==> config.mk <==
export PLATFORM = sky130hd
export DESIGN_NAME = disp_syncgen
export DESIGN_NICKNAME = d
export VERILOG_FILES = /design/src/rtl/disp_pkg.sv /design/src/rtl/disp_sel_sync.sv /design/src/rtl/disp_syncgen.sv
export SDC_FILE = /design/constraint.sdc
export NUM_CORES = 1
export LEC_CHECK = 0
export CAP_MARGIN = 20
export CORE_ASPECT_RATIO = 0.9
export CORE_UTILIZATION = 45
export DETAILED_ROUTE_END_ITERATION = 6
export GPL_ROUTABILITY_DRIVEN = 0
export PLACE_DENSITY = 0.75
export SLEW_MARGIN = 15
export SYNTH_ARGS = -nofsm -noshare
export SYNTH_HDL_FRONTEND = slang
export SYNTH_SLANG_ARGS = --single-unit
==> constraint.sdc <==
create_clock -name dclk -period 7.3 [get_ports dclk]
set_input_delay 2.19 -clock dclk [delete_from_list [all_inputs] [get_ports dclk]]
set_output_delay 2.19 -clock dclk [all_outputs]
set_load 0.005 [all_outputs]
==> src/rtl/disp_pkg.sv <==
// Mode geometry for the display timing generator: per-mode porch/sync widths and polarity.
package disp_pkg;

    localparam int TW = 11;

    typedef enum logic [1:0] {
        VGA  = 2'd0,
        XGA  = 2'd1,
        SVGA = 2'd2,
        SXGA = 2'd3
    } mode_t;

    typedef struct packed {
        logic [TW-1:0] hact;
        logic [TW-1:0] hfp;
        logic [TW-1:0] hsw;
        logic [TW-1:0] hbp;
        logic [TW-1:0] vact;
        logic [TW-1:0] vfp;
        logic [TW-1:0] vsw;
        logic [TW-1:0] vbp;
        logic          pol;   // asserted sync level
    } timing_t;

    typedef struct packed {
        logic [TW-1:0] htot;
        logic [TW-1:0] vtot;
    } totals_t;

    localparam timing_t TIMING [4] = '{
        '{11'd640,  11'd16, 11'd96,  11'd48,  11'd480,  11'd10, 11'd2, 11'd33, 1'b0},
        '{11'd1024, 11'd24, 11'd136, 11'd160, 11'd768,  11'd3,  11'd6, 11'd29, 1'b0},
        '{11'd800,  11'd40, 11'd128, 11'd88,  11'd600,  11'd1,  11'd4, 11'd23, 1'b1},
        '{11'd1280, 11'd48, 11'd112, 11'd248, 11'd1024, 11'd1,  11'd3, 11'd38, 1'b1}
    };

    function automatic totals_t mode_totals(input mode_t m);
        totals_t t;
        t.htot = TIMING[m].hact + TIMING[m].hfp + TIMING[m].hsw + TIMING[m].hbp;
        t.vtot = TIMING[m].vact + TIMING[m].vfp + TIMING[m].vsw + TIMING[m].vbp;
        return t;
    endfunction

endpackage

==> src/rtl/disp_sel_sync.sv <==
// Generic N-stage synchronizer for a bit vector arriving asynchronously to clk.
module disp_sel_sync #(
    parameter int W = 2,
    parameter int N = 2
) (
    input  logic         clk,
    input  logic         srst,
    input  logic [W-1:0] d_i,
    output logic [W-1:0] q_o
);

    logic [N-1:0][W-1:0] stage_q;

    always_ff @(posedge clk) begin
        if (srst) begin
            stage_q <= '0;
        end else begin
            stage_q <= {stage_q[N-2:0], d_i};
        end
    end

    assign q_o = stage_q[N-1];

endmodule

==> src/rtl/disp_syncgen.sv <==
// Display timing generator: pixel/line counters for the active mode, registered sync, DE and coordinates.
module disp_syncgen
    import disp_pkg::*;
#(
    parameter int CW          = 11,
    parameter int SYNC_STAGES = 2
) (
    input  logic          dclk,
    input  logic          rst,
    input  logic [1:0]    clk_sel,
    output logic          dsp_hsync,
    output logic          dsp_vsync,
    output logic          dsp_de,
    output logic [CW-1:0] hcnt,
    output logic [CW-1:0] vcnt,
    output logic          frame_start,
    output logic [1:0]    mode
);

    logic [1:0]    sel_s;
    mode_t         mode_q, mode_d, mode_out_q;
    logic [CW-1:0] hc_q, hc_d, vc_q, vc_d;
    totals_t       tot;
    logic [CW-1:0] hact, hs_beg, hs_end, vact, vs_beg, vs_end;
    logic          pol, line_end, frame_end;
    logic          de_d, hsync_d, vsync_d, fs_d;
    logic [CW-1:0] hcnt_d, vcnt_d;
    logic          de_q, hsync_q, vsync_q, fs_q;
    logic [CW-1:0] hcnt_q, vcnt_q;

    disp_sel_sync #(
        .W (2),
        .N (SYNC_STAGES)
    ) u_sel_sync (
        .clk  (dclk),
        .srst (rst),
        .d_i  (clk_sel),
        .q_o  (sel_s)
    );

    always_comb begin
        tot    = mode_totals(mode_q);
        pol    = TIMING[mode_q].pol;
        hact   = CW'(TIMING[mode_q].hact);
        hs_beg = CW'(TIMING[mode_q].hact + TIMING[mode_q].hfp);
        hs_end = CW'(TIMING[mode_q].hact + TIMING[mode_q].hfp + TIMING[mode_q].hsw);
        vact   = CW'(TIMING[mode_q].vact);
        vs_beg = CW'(TIMING[mode_q].vact + TIMING[mode_q].vfp);
        vs_end = CW'(TIMING[mode_q].vact + TIMING[mode_q].vfp + TIMING[mode_q].vsw);
    end

    always_comb begin
        line_end  = (hc_q == CW'(tot.htot - 1'b1));
        frame_end = line_end && (vc_q == CW'(tot.vtot - 1'b1));
        hc_d      = line_end ? '0 : hc_q + 1'b1;
        vc_d      = vc_q;
        mode_d    = mode_q;
        if (line_end) begin
            vc_d = frame_end ? '0 : vc_q + 1'b1;
        end
        // The new geometry lands with the wrap to (0,0), so a frame never mixes two modes.
        if (frame_end) begin
            mode_d = mode_t'(sel_s);
        end
    end

    always_comb begin
        de_d    = (hc_q < hact) && (vc_q < vact);
        hsync_d = ((hc_q >= hs_beg) && (hc_q < hs_end)) ? pol : ~pol;
        vsync_d = ((vc_q >= vs_beg) && (vc_q < vs_end)) ? pol : ~pol;
        hcnt_d  = de_d ? hc_q : '0;
        vcnt_d  = de_d ? vc_q : '0;
        fs_d    = (hc_q == '0) && (vc_q == '0);
    end

    always_ff @(posedge dclk) begin
        if (rst) begin
            hc_q       <= '0;
            vc_q       <= '0;
            mode_q     <= VGA;
            mode_out_q <= VGA;
            de_q       <= 1'b0;
            hsync_q    <= 1'b1;
            vsync_q    <= 1'b1;
            hcnt_q     <= '0;
            vcnt_q     <= '0;
            fs_q       <= 1'b0;
        end else begin
            hc_q       <= hc_d;
            vc_q       <= vc_d;
            mode_q     <= mode_d;
            mode_out_q <= mode_q;
            de_q       <= de_d;
            hsync_q    <= hsync_d;
            vsync_q    <= vsync_d;
            hcnt_q     <= hcnt_d;
            vcnt_q     <= vcnt_d;
            fs_q       <= fs_d;
        end
    end

    assign dsp_hsync   = hsync_q;
    assign dsp_vsync   = vsync_q;
    assign dsp_de      = de_q;
    assign hcnt        = hcnt_q;
    assign vcnt        = vcnt_q;
    assign frame_start = fs_q;
    assign mode        = mode_out_q;

endmodule

==> results of run 1 <==
layout by cell type (no fill, tap or decap), drive strengths merged, types with 4 or more instances in the layout:
| cell type | instances |
|---|---|
| nand3b | 6 |
| clkbuf | 5 |
| nand2b | 5 |
| dfxtp | 56 |
| nand2 | 9 |
| xnor2 | 13 |
| a211oi | 5 |
| a21oi | 20 |
| nor2 | 37 |
| xor2 | 10 |
| nor3b | 4 |
| clkdlybuf4s50 | 31 |
| mux2i | 4 |
| and2 | 23 |
| nor4 | 5 |
| a21o | 4 |
| nor2b | 7 |
| ha | 50 |
| inv | 19 |
| o21ai | 15 |
| nand4 | 9 |
| and3 | 4 |
| nand3 | 9 |
layer usage:
layer,vias to the layer above,global-route usage [%]
met5,-,0
met4,0,6.41
met3,12,3.02
met2,83,34.7
met1,1263,26.9
li1,1277,-
final cells by class:
cell class / instances / area (µm²) / area share [%]
multi-input combinational: 266 / 2010 / 53.9
tap: 93 / 116 / 3.13
inverter: 18 / 67.6 / 1.81
clock inverter: 3 / 21.3 / 0.571
timing repair buffer: 32 / 322 / 8.64
clock buffer: 5 / 68.8 / 1.85
sequential: 56 / 1120 / 30.1
power by group through the flow:
stage | Clock (mW) | Combinational (mW) | Sequential [mW]
floorplan | 0 | 0.0103 | 0.319
global placement | 0 | 0.0172 | 0.320
detailed placement | 0 | 0.0186 | 0.320
CTS | 0.172 | 0.0187 | 0.313
global route | 0.185 | 0.0209 | 0.313
finish | 0.168 | 0.0185 | 0.313
cell families (layout without fill, tap and decap cells):
kind of cell | after synthesis | in the layout | synth area share (%)
AO/OA/AOI/OAI | 61 | 61 | 12.4
XOR/XNOR | 25 | 25 | 7.60
adder cells (fa/ha/maj) | 50 | 50 | 19.2
buffers and inverters | 33 | 58 | 3.99
flip-flops | 56 | 56 | 34.4
multiplexers | 4 | 4 | 1.23
AND/OR/NAND/NOR | 126 | 126 | 21.2
critical path: cells and delay by family:
family          cells  cell delay (ns)
buf+inv             2             1.09
compound gates      3             1.08
simple gates        1             0.13
state kept, by name (all words and copies together), names as in the netlist:
name and count:
hcnt 11, dsp_hsync 1, dsp_de 1, u_sel_sync.stage_q 2, mode_q 2, frame_start 1
vcnt 11, mode 2, u_sel_sync.q_o 2, dsp_vsync 1, vc_q 11, hc_q 11
how the worst max path moves through the flow:
stage | slack [ns] | cells after the start | to
floorplan | 4.17 | 5 | vcnt[5]
global placement | 2.51 | 5 | vcnt[7]
detailed placement | 2.73 | 6 | vcnt[0]
CTS | 3.05 | 6 | hcnt[2]
global route | 2.83 | 6 | vcnt[10]
finish | 3.05 | 6 | vcnt[0]
==> metrics.md, run 1 <==
| Metric | Value |
|---|---|
| Final hold violations | `0` |
| Wire length of the first global-routing pass | `12.1 mm` |
| Total Routing Usage GR | `20.3%` |
| Power share of the clock group | `33.7%` |
| Endpoint of the worst register-to-register path | `mode_q[1]` |
| Most frequently used cell type in the post-synthesis netlist | `dfxtp_1` |
| Number of diodes added for antenna fixing | `0` |
| PD cells | `134 nW/µm²` |
| Top Ports | `32` |
| Antenna violations before repair | `0` |
| Total of flip-flops plus latches after synthesis | `56` |
| Reg-to-Reg Start | `mode_q[1]` |
| Worst reg2reg setup slack | `3.81 ns` |
| Non-filler instance count after layout | `473` |
| ANT nets after route | `0` |
| Share of power burned in registers | `62.6%` |
| Post-route design area | `3720 µm²` |
| Cell area after synthesis | `3260 µm²` |
| Clock tree from TritonCTS | `yes` |
| Drt pass-1 iters | `5` |
| Start point of the worst hold path | `u_sel_sync.stage_q[1]` |
| Yosys top cell area share | `34.4%` |
| Max Clk Rate | `235 MHz` |
| Top cell types by occurrence after synthesis | `dfxtp_1 (56), ha_1 (50), nor2_1 (36), and2_1 (23), a21oi_1 (20)` |
| Post-route DRC violation count | `0` |
| Number of cells on the worst hold path | `1` |
| End point of the most critical hold path | `u_sel_sync.q_o[1]` |
| Sum of routed wire segments on met1 | `3.34 mm` |
| Worst setup path class | `input pin to register` |
| Setup violations, final | `0` |
| Synthesis warning total | `0` |
| Outcome | `complete, no violations` |
| Minimum setup slack in the final design | `3.05 ns` |
| Net count after synthesis | `409` |
| Starting density of the core | `46.3%` |
| Met3 layer wire length in the routed design | `440 µm` |
| CP startpoint | `rst` |
| Worst-path maximum fanout | `23` |
| Area growth from synthesis to layout | `14.3%` |
| Nets@finish | `433` |
| Cell Rows | `29` |
| Total placed cells including tap cells | `465` |
| Via count | `2635` |
| Crit end category | `register` |
| # resized after CTS | `0` |
| Number of instances in the synthesized netlist | `355` |
| Internal power component | `0.387 mW` |
| Leading register cell type out of synthesis | `dfxtp_1` |
| Cell Chain, Critical Path | `clkdlybuf4s50_1, a211oi_1, o21ai_0, a311oi_2, buf_6, and2_1` |
| Buffers on Ports | `31` |
| Total power | `0.499 mW` |
| Worst IR Drop VDD | `0.0000705 V` |
| Data arrival time of the worst path | `4.50 ns` |
| Number of buffers inserted to repair setup after CTS | `0` |
| Hold Crit Class | `register to register` |
| Total core area | `7040 µm²` |
| Number of inserted filler cells in the final layout | `664` |
| Worst hold margin | `0.445 ns` |
| Violation count after the first detailed-routing iteration | `115` |
| Post-route clock period utilization | `58.2%` |
| Worst Tran Pin Value | `0.854 ns` |
| Final Slew Violations | `0` |
| Maximum number of pins on one net before global-route repair | `24` |
| Routed length per instance | `15.4 µm` |
| H-Tree Depth | `2` |
| Clock Root Buffer | `clkbuf_8` |
| Length in cells of the worst reg-to-reg path | `9` |
| Data required, critical path | `7.55 ns` |
| Worst slack at placement | `2.73 ns` |
| Standard cell with the maximum stage delay on the critical path | `clkdlybuf4s50_1` |
| Switching power summed over all nets | `0.112 mW` |
| HPWL after DPL | `5.32 mm` |
| Post-synthesis sequential area ratio | `34.4%` |
| Crit start category | `input pin` |
| Clock sink count | `56` |
| Cell types with the largest area share after synthesis | `dfxtp_1 (34%), ha_1 (19%), and2_1 (4.4%), nor2_1 (4.1%), xnor2_1 (3.5%)` |
| Share of power burned in combinational logic | `3.7%` |
| Global-route congestion overflow total | `0` |
| Slowest cell delay on critical path | `0.85 ns` |
| Horizontal die dimension | `91.7 µm` |
| MaxCap Viol Count | `0` |
| Clock buffers created by TritonCTS | `5` |
| Die outline area | `7590 µm²` |
| Setup TNS | `0 ns` |
| Share of total power consumed by net switching | `22.4%` |
| Setup repair after global routing missed its margin | `no` |
| Number of hold buffers added after cts | `0` |
| Length of routed met2 wiring | `3.39 mm` |
| Total length of routed wires | `7.27 mm` |
| Static Leak | `1.59 nW` |
| Chip Height | `82.7 µm` |
| Average size of a mapped cell | `9.18 µm²` |
| Number of synthesized flops with an enable pin | `0` |
| Share of post-route cells with drive strength above 1 | `3.68%` |
| Utilization after layout | `52.9%` |
| Number of vias per cell | `5.57` |
| Clock period minus final worst setup slack | `4.25 ns` |
| Number of global-route vias before repair | `2483` |
| Clock input transition at the sequential cells of the worst setup and hold paths | `0.09 ns` |
| Latest clock arrival within the worst-skew pair | `0.31 ns` |
| Slew HR | `42.9%` |
| Largest area contributor in the synthesized netlist | `dfxtp_1` |
| Post-synthesis async set-or-reset flop share | `0%` |
| Buffer depth of the longest clock path | `2` |
| Area post-placement | `3630 µm²` |
| Highest routed layer | `met4` |
| Post-synthesis cell type count | `46` |
| Setup clock skew after layout | `0.00827 ns` |
No activity file was read; power rests on OpenSTA's default activity.
==> inputs of run 2 (changes only) <==
PLACE_DENSITY = 0.78   (was 0.75)
clock period = 3.5 ns   (was 7.3 ns; I/O delays follow)
==> metrics.md, run 2 (same netlist as run 1, synthesis figures left out) <==
| Metric | Value |
|---|---|
| Global-route congestion overflow total | `0 (unchanged)` |
| Data required, critical path | `3.70 ns (-3.85 ns)` |
| Share of power burned in combinational logic | `3.3% (-0.4 points)` |
| Data arrival time of the worst path | `3.16 ns (-1.34 ns)` |
| Commonest cells after routing, fill and taps aside | `dfxtp_1 (56), ha_1 (50), nor2_1 (36), clkdlybuf4s50_1 (31), and2_1 (23)` |
| Area growth from synthesis to layout | `16.1%` |
| Minimum setup slack in the final design | `0.537 ns (-2.51 ns)` |
| Worst Tran Pin Value | `0.509 ns (-0.345 ns)` |
| Clock Root Buffer | `clkbuf_8` |
| Global-route met2 utilization | `35.6% (+0.98 points)` |
| Final Slew Violations | `0 (unchanged)` |
| Die outline area | `7590 µm² (unchanged)` |
| Max Clk Rate | `338 MHz` |
| Top Ports | `32 (unchanged)` |
| Starting density of the core | `46.3% (unchanged)` |
| Crit start category | `register` |
| Horizontal die dimension | `91.7 µm (unchanged)` |
| Total length of routed wires | `7.59 mm (+4.4%)` |
| GR met3 Demand/Resource | `3.02% (unchanged)` |
| Worst hold margin | `0.458 ns (+0.0128 ns)` |
| Clock input transition at the sequential cells of the worst setup and hold paths | `0.10 ns (about the same)` |
| Power share of the clock group | `41.3% (+7.6 points)` |
| Total core area | `7040 µm² (unchanged)` |
| MaxCap Viol Count | `0 (unchanged)` |
| Post-route clock period utilization | `84.6%` |
| Setup violations, final | `0 (unchanged)` |
| Number of hold buffers added after cts | `0 (unchanged)` |
| Cell Chain, Critical Path | `inv_1, ha_1, inv_1, ha_1, inv_1, ha_1, nand4_1, a211oi_1, o41ai_1, o2111ai_1, mux2i_1` |
| Slowest cell delay on critical path | `0.46 ns (-0.39 ns)` |
| Buffer depth of the longest clock path | `2 (unchanged)` |
| PD cells | `311 nW/µm² (+130%)` |
| Violation count after the first detailed-routing iteration | `232 (+100%)` |
| Hold Crit Class | `register to register` |
| Buffers on Ports | `31 (unchanged)` |
| Maximum number of pins on one net before global-route repair | `24 (unchanged)` |
| Crit path buf inv count | `3 (+1)` |
| Slew HR | `66.0% (+23 points)` |
| Internal power component | `0.947 mW (+140%)` |
| Worst IR Drop VDD | `0.000153 V (+120%)` |
| Latest clock arrival within the worst-skew pair | `0.31 ns (about the same)` |
| ANT nets after route | `0 (unchanged)` |
| Total Routing Usage GR | `20.8% (+0.48 points)` |
| Drt pass-1 iters | `4 (-1)` |
| Number of global-route vias before repair | `2440 (-1.7%)` |
| Worst slack at placement | `0.622 ns (-2.10 ns)` |
| Number of vias per cell | `5.69 (+2.2%)` |
| Length in cells of the worst reg-to-reg path | `11 (+2)` |
| Global-route met1 utilization | `26.6% (-0.23 points)` |
| Worst-path maximum fanout | `11 (-52%)` |
| Wire length of the first global-routing pass | `12.1 mm (+0.51%)` |
| Clock period minus final worst setup slack | `2.96 ns` |
| Share of power burned in registers | `55.4% (-7.2 points)` |
| Setup repair after global routing missed its margin | `no` |
| Post-route DRC violation count | `0 (unchanged)` |
| Outcome | `complete, no violations` |
| Total power | `1.18 mW (+140%)` |
| Share of post-route cells with drive strength above 1 | `4.19% (+0.50 points)` |
| Static Leak | `1.63 nW (+2.1%)` |
| Clock sink count | `56 (unchanged)` |
| Utilization after layout | `53.7% (+0.82 points)` |
| Routed length per instance | `16.0 µm (+4.0%)` |
| CP Depth | `11 (+5)` |
| Final hold violations | `0 (unchanged)` |
| Switching power summed over all nets | `0.229 mW (+110%)` |
| Crit end category | `register` |
| HPWL after DPL | `5.37 mm (+0.96%)` |
| Setup clock skew after layout | `0.00879 ns (+0.000516 ns)` |
| Number of diodes added for antenna fixing | `0 (unchanged)` |
| # resized after CTS | `0 (unchanged)` |
| Cell Rows | `29 (unchanged)` |
| Share of total power consumed by net switching | `19.5% (-2.9 points)` |
| Number of cells on the worst hold path | `1 (unchanged)` |
| Standard cell with the maximum stage delay on the critical path | `o41ai_1` |
| Most common library cell in the layout ignoring fill and taps | `dfxtp_1` |
| Via count | `2704 (+2.6%)` |
| Number of buffers inserted to repair setup after CTS | `0 (unchanged)` |
| H-Tree Depth | `2 (unchanged)` |
| Highest-utilization routing layer at the global route stage | `met2` |
| Chip Height | `82.7 µm (unchanged)` |
| Cell family with most CP delay | `adder cells` |
| Antenna violations before repair | `0 (unchanged)` |
| Clock tree from TritonCTS | `yes` |
| Nets@finish | `436 (+0.69%)` |
| Worst setup path class | `register to register` |
| Clock buffers created by TritonCTS | `5 (unchanged)` |
| Setup TNS | `0 ns (unchanged)` |
-- run 2: cell types whose count changed in the layout (fill, tap and decap cells not counted) --
cell | before | now
buf_6 | 1 | 0
clkinv_2 | 1 | 0
clkinvlp_4 | 1 | 0
buf_4 | 0 | 4
bufinv_16 | 0 | 2
inv_6 | 1 | 0
-- run 2: path summary, 6_finish.rpt --
| path | endpoint | slack, ns | from |
|---|---|---|---|
| max | dsp_vsync | 0.54 | mode_q[0] |
| min | u_sel_sync.q_o[0] | 0.46 | u_sel_sync.stage_q[0] |
| max reg2reg | dsp_vsync | 0.54 | mode_q[0] |
| min reg2reg | u_sel_sync.q_o[0] | 0.46 | u_sel_sync.stage_q[0] |
-- run 2: layout make-up --
class	count	area, µm²
Clock buffer	5	68.8
Inverter	18	67.6
Tap cell	93	116
Clock inverter	2	60.1
Timing Repair Buffer	35	340
Sequential cell	56	1120
Multi-Input combinational cell	266	2010
Fill cell	622	3260
-- run 2: per-layer routing --
metal,up-vias,part of all wire (%)
li1,1284,-
met1,1292,45
met2,114,47
met3,14,6.3
met4,0,2.1
met5,-,0
-- run 2: worst reg2reg max path: cells and delay by family (launching register included) --
kind            cells  cell delay, ns
compound gates      3            0.75
fa+ha+maj           3            0.84
buf+inv             3            0.56
flops               1            0.44
mux                 1            0.16
simple gates        1            0.11
-- run 2: power by group through the flow --
stage | combinational (mW) | clock, mW | sequential (mW)
finish | 0.0392 | 0.485 | 0.652
global route | 0.0446 | 0.526 | 0.654
CTS | 0.0399 | 0.495 | 0.652
detailed placement | 0.0396 | 0 | 0.667
global placement | 0.0385 | 0 | 0.666
floorplan | 0.0214 | 0 | 0.665
-- run 2: metrics by stage --
stage	std cells	cell area [µm²]
final	475	3780
after global routing	475	3780
after CTS	475	3780
after detailed placement	468	3650
after global placement	468	3650
after floorplan	355	3260
==> inputs of run 3 (changes only) <==
clock period = 2.4 ns   (was 3.5 ns; I/O delays follow)
==> metrics.md, run 3 (same netlist as run 1, synthesis figures left out) <==
| Metric | Value |
|---|---|
| Final Slew Violations | `0 (unchanged)` |
| Max Clk Rate | `423 MHz (+25%)` |
| Worst IR Drop VDD | `0.000336 V (+120%)` |
| Antenna violations before repair | `0 (unchanged)` |
| Total Routing Usage GR | `22.6% (+1.8 points)` |
| HPWL after DPL | `6.12 mm (+14%)` |
| Violation count after the first detailed-routing iteration | `301 (+30%)` |
| Number of vias per cell | `5.72 (+0.47%)` |
| Setup repair after global routing missed its margin | `yes` |
| Data required, critical path | `2.66 ns (-1.04 ns)` |
| Cell Rows | `29 (unchanged)` |
| Total length of routed wires | `9.22 mm (+22%)` |
| Data arrival time of the worst path | `2.62 ns (-0.54 ns)` |
| Hold Crit Class | `register to register` |
| Total power | `1.55 mW (+32%)` |
| Clock Root Buffer | `clkbuf_8` |
| Clock tree from TritonCTS | `yes` |
| Outcome | `complete, no violations` |
| Static Leak | `1.85 nW (+14%)` |
| Number of global-route vias before repair | `2696 (+10%)` |
| Setup TNS | `0 ns (unchanged)` |
| H-Tree Depth | `2 (unchanged)` |
| Crit start category | `register` |
| Number of inserted filler cells in the final layout | `572 (-8.0%)` |
| Setup clock skew after layout | `0.00799 ns (-0.000794 ns)` |
| Horizontal die dimension | `91.7 µm (unchanged)` |
| Maximum number of pins on one net before global-route repair | `24 (unchanged)` |
| Post-route DRC violation count | `0 (unchanged)` |
| Worst slack at placement | `-0.111 ns (-0.733 ns)` |
| Worst setup path class | `register to register` |
| Clock input transition at the sequential cells of the worst setup and hold paths | `0.10 ns (about the same)` |
| Share of post-route cells with drive strength above 1 | `23.1% (+19 points)` |
| Area growth from synthesis to layout | `33.4%` |
| Post-route clock period utilization | `98.4% (+14 points)` |
| Die outline area | `7590 µm² (unchanged)` |
| Starting density of the core | `46.3% (unchanged)` |
| Cell Chain, Critical Path | `inv_6, ha_4, inv_6, buf_6, ha_1, o21a_1, o21a_1, a311oi_2, buf_4, buf_4, and2_1` |
| Crit end category | `register` |
| Slew HR | `71.2% (+5.2 points)` |
| Buffer depth of the longest clock path | `2 (unchanged)` |
| Number of hold buffers added after cts | `0 (unchanged)` |
| Total core area | `7040 µm² (unchanged)` |
| Total placed cells including tap cells | `501 (+7.1%)` |
| Worst hold margin | `0.450 ns (-0.00803 ns)` |
| ANT nets after route | `0 (unchanged)` |
| Via count | `2957 (+9.4%)` |
| Wire length of the first global-routing pass | `13.2 mm (+8.5%)` |
| Nets@finish | `477 (+9.4%)` |
| Setup violations, final | `0 (unchanged)` |
| PD cells | `358 nW/µm² (+15%)` |
| Drt pass-1 iters | `5 (+1)` |
| Slowest cell delay on critical path | `0.44 ns (-0.02 ns)` |
| Commonest cells after routing, fill and taps aside | `dfxtp_1 (54), ha_1 (40), buf_4 (38), nor2_1 (36), clkdlybuf4s50_1 (31)` |
| Top Ports | `32 (unchanged)` |
| Area occupied by multi-input gates | `2230 µm² (+11%)` |
| Clock sink count | `56 (unchanged)` |
| Register area | `1130 µm² (+0.67%)` |
| MaxCap Viol Count | `0 (unchanged)` |
| Worst-path maximum fanout | `8 (-3)` |
| Most common library cell in the layout ignoring fill and taps | `dfxtp_1` |
| Final hold violations | `0 (unchanged)` |
| Global-route congestion overflow total | `0 (unchanged)` |
| Number of diodes added for antenna fixing | `0 (unchanged)` |
| Worst Tran Pin Value | `0.431 ns (-0.0776 ns)` |
| Clock buffers created by TritonCTS | `5 (unchanged)` |
| Standard cell with the maximum stage delay on the critical path | `dfxtp_4` |
| Clock period minus final worst setup slack | `2.36 ns (-0.600 ns)` |
| Minimum setup slack in the final design | `0.0377 ns (-0.500 ns)` |
| Buffers on Ports | `31 (unchanged)` |
| Latest clock arrival within the worst-skew pair | `0.31 ns (about the same)` |
| Routed length per instance | `17.8 µm (+12%)` |
| Chip Height | `82.7 µm (unchanged)` |
| Non-filler instance count after layout | `517 (+8.8%)` |
==> run 3: through the flow <==
| step | util [%] | cell area (µm²) |
|---|---|---|
| floorplan | - | 3270 |
| global placement | 55.5 | 3910 |
| detailed placement | 55.5 | 3910 |
| CTS | 57.5 | 4050 |
| global route | 61.7 | 4350 |
| finish | 61.7 | 4350 |
==> run 3: final cells by class <==
type / count / area share, %
sequential: 56 / 26.0
multi-input combinational: 266 / 51.4
tap: 93 / 2.68
timing repair buffer: 76 / 15.9
clock buffer: 5 / 1.58
clock inverter: 3 / 0.489
inverter: 18 / 1.96
==> run 3: per-layer routing <==
layer,track usage [%],wire (µm)
met3,3.94,685
met5,0,0
met4,8.59,331
met2,39.5,4380
met1,28.3,3830
==> run 3: critical path, delay by kind of cell (launching register included) <==
family	cells	cell delay (ns)
and+or+nand+nor	1	0.12
DFF	1	0.44
AOI/OAI and AO/OA	3	0.67
buffers and inverters	5	0.63
adders and majority gates	2	0.42
==> run 3: report_power, final <==
part           switching, mW  internal [mW]
clock network          0.317          0.208
registers            0.00869          0.939
logic                 0.0397         0.0416
total                  0.366           1.19
==> run 3: worst paths after layout <==
path	start	end	slack, ns	cells after the start
max reg2reg	mode_q[1]	hcnt[6]	0.04	11
min reg2reg	u_sel_sync.stage_q[1]	u_sel_sync.q_o[1]	0.45	1
max	mode_q[1]	hcnt[6]	0.04	11
min	u_sel_sync.stage_q[1]	u_sel_sync.q_o[1]	0.45	1
==> run 3: timing repair <==
item / in CTS / in global routing
gates cloned: 0 / 4
pin swaps: 1 / 20
setup endpoints to repair: 3 / 37
resized for setup: 9 / 62
buffers inserted: 0 / 4
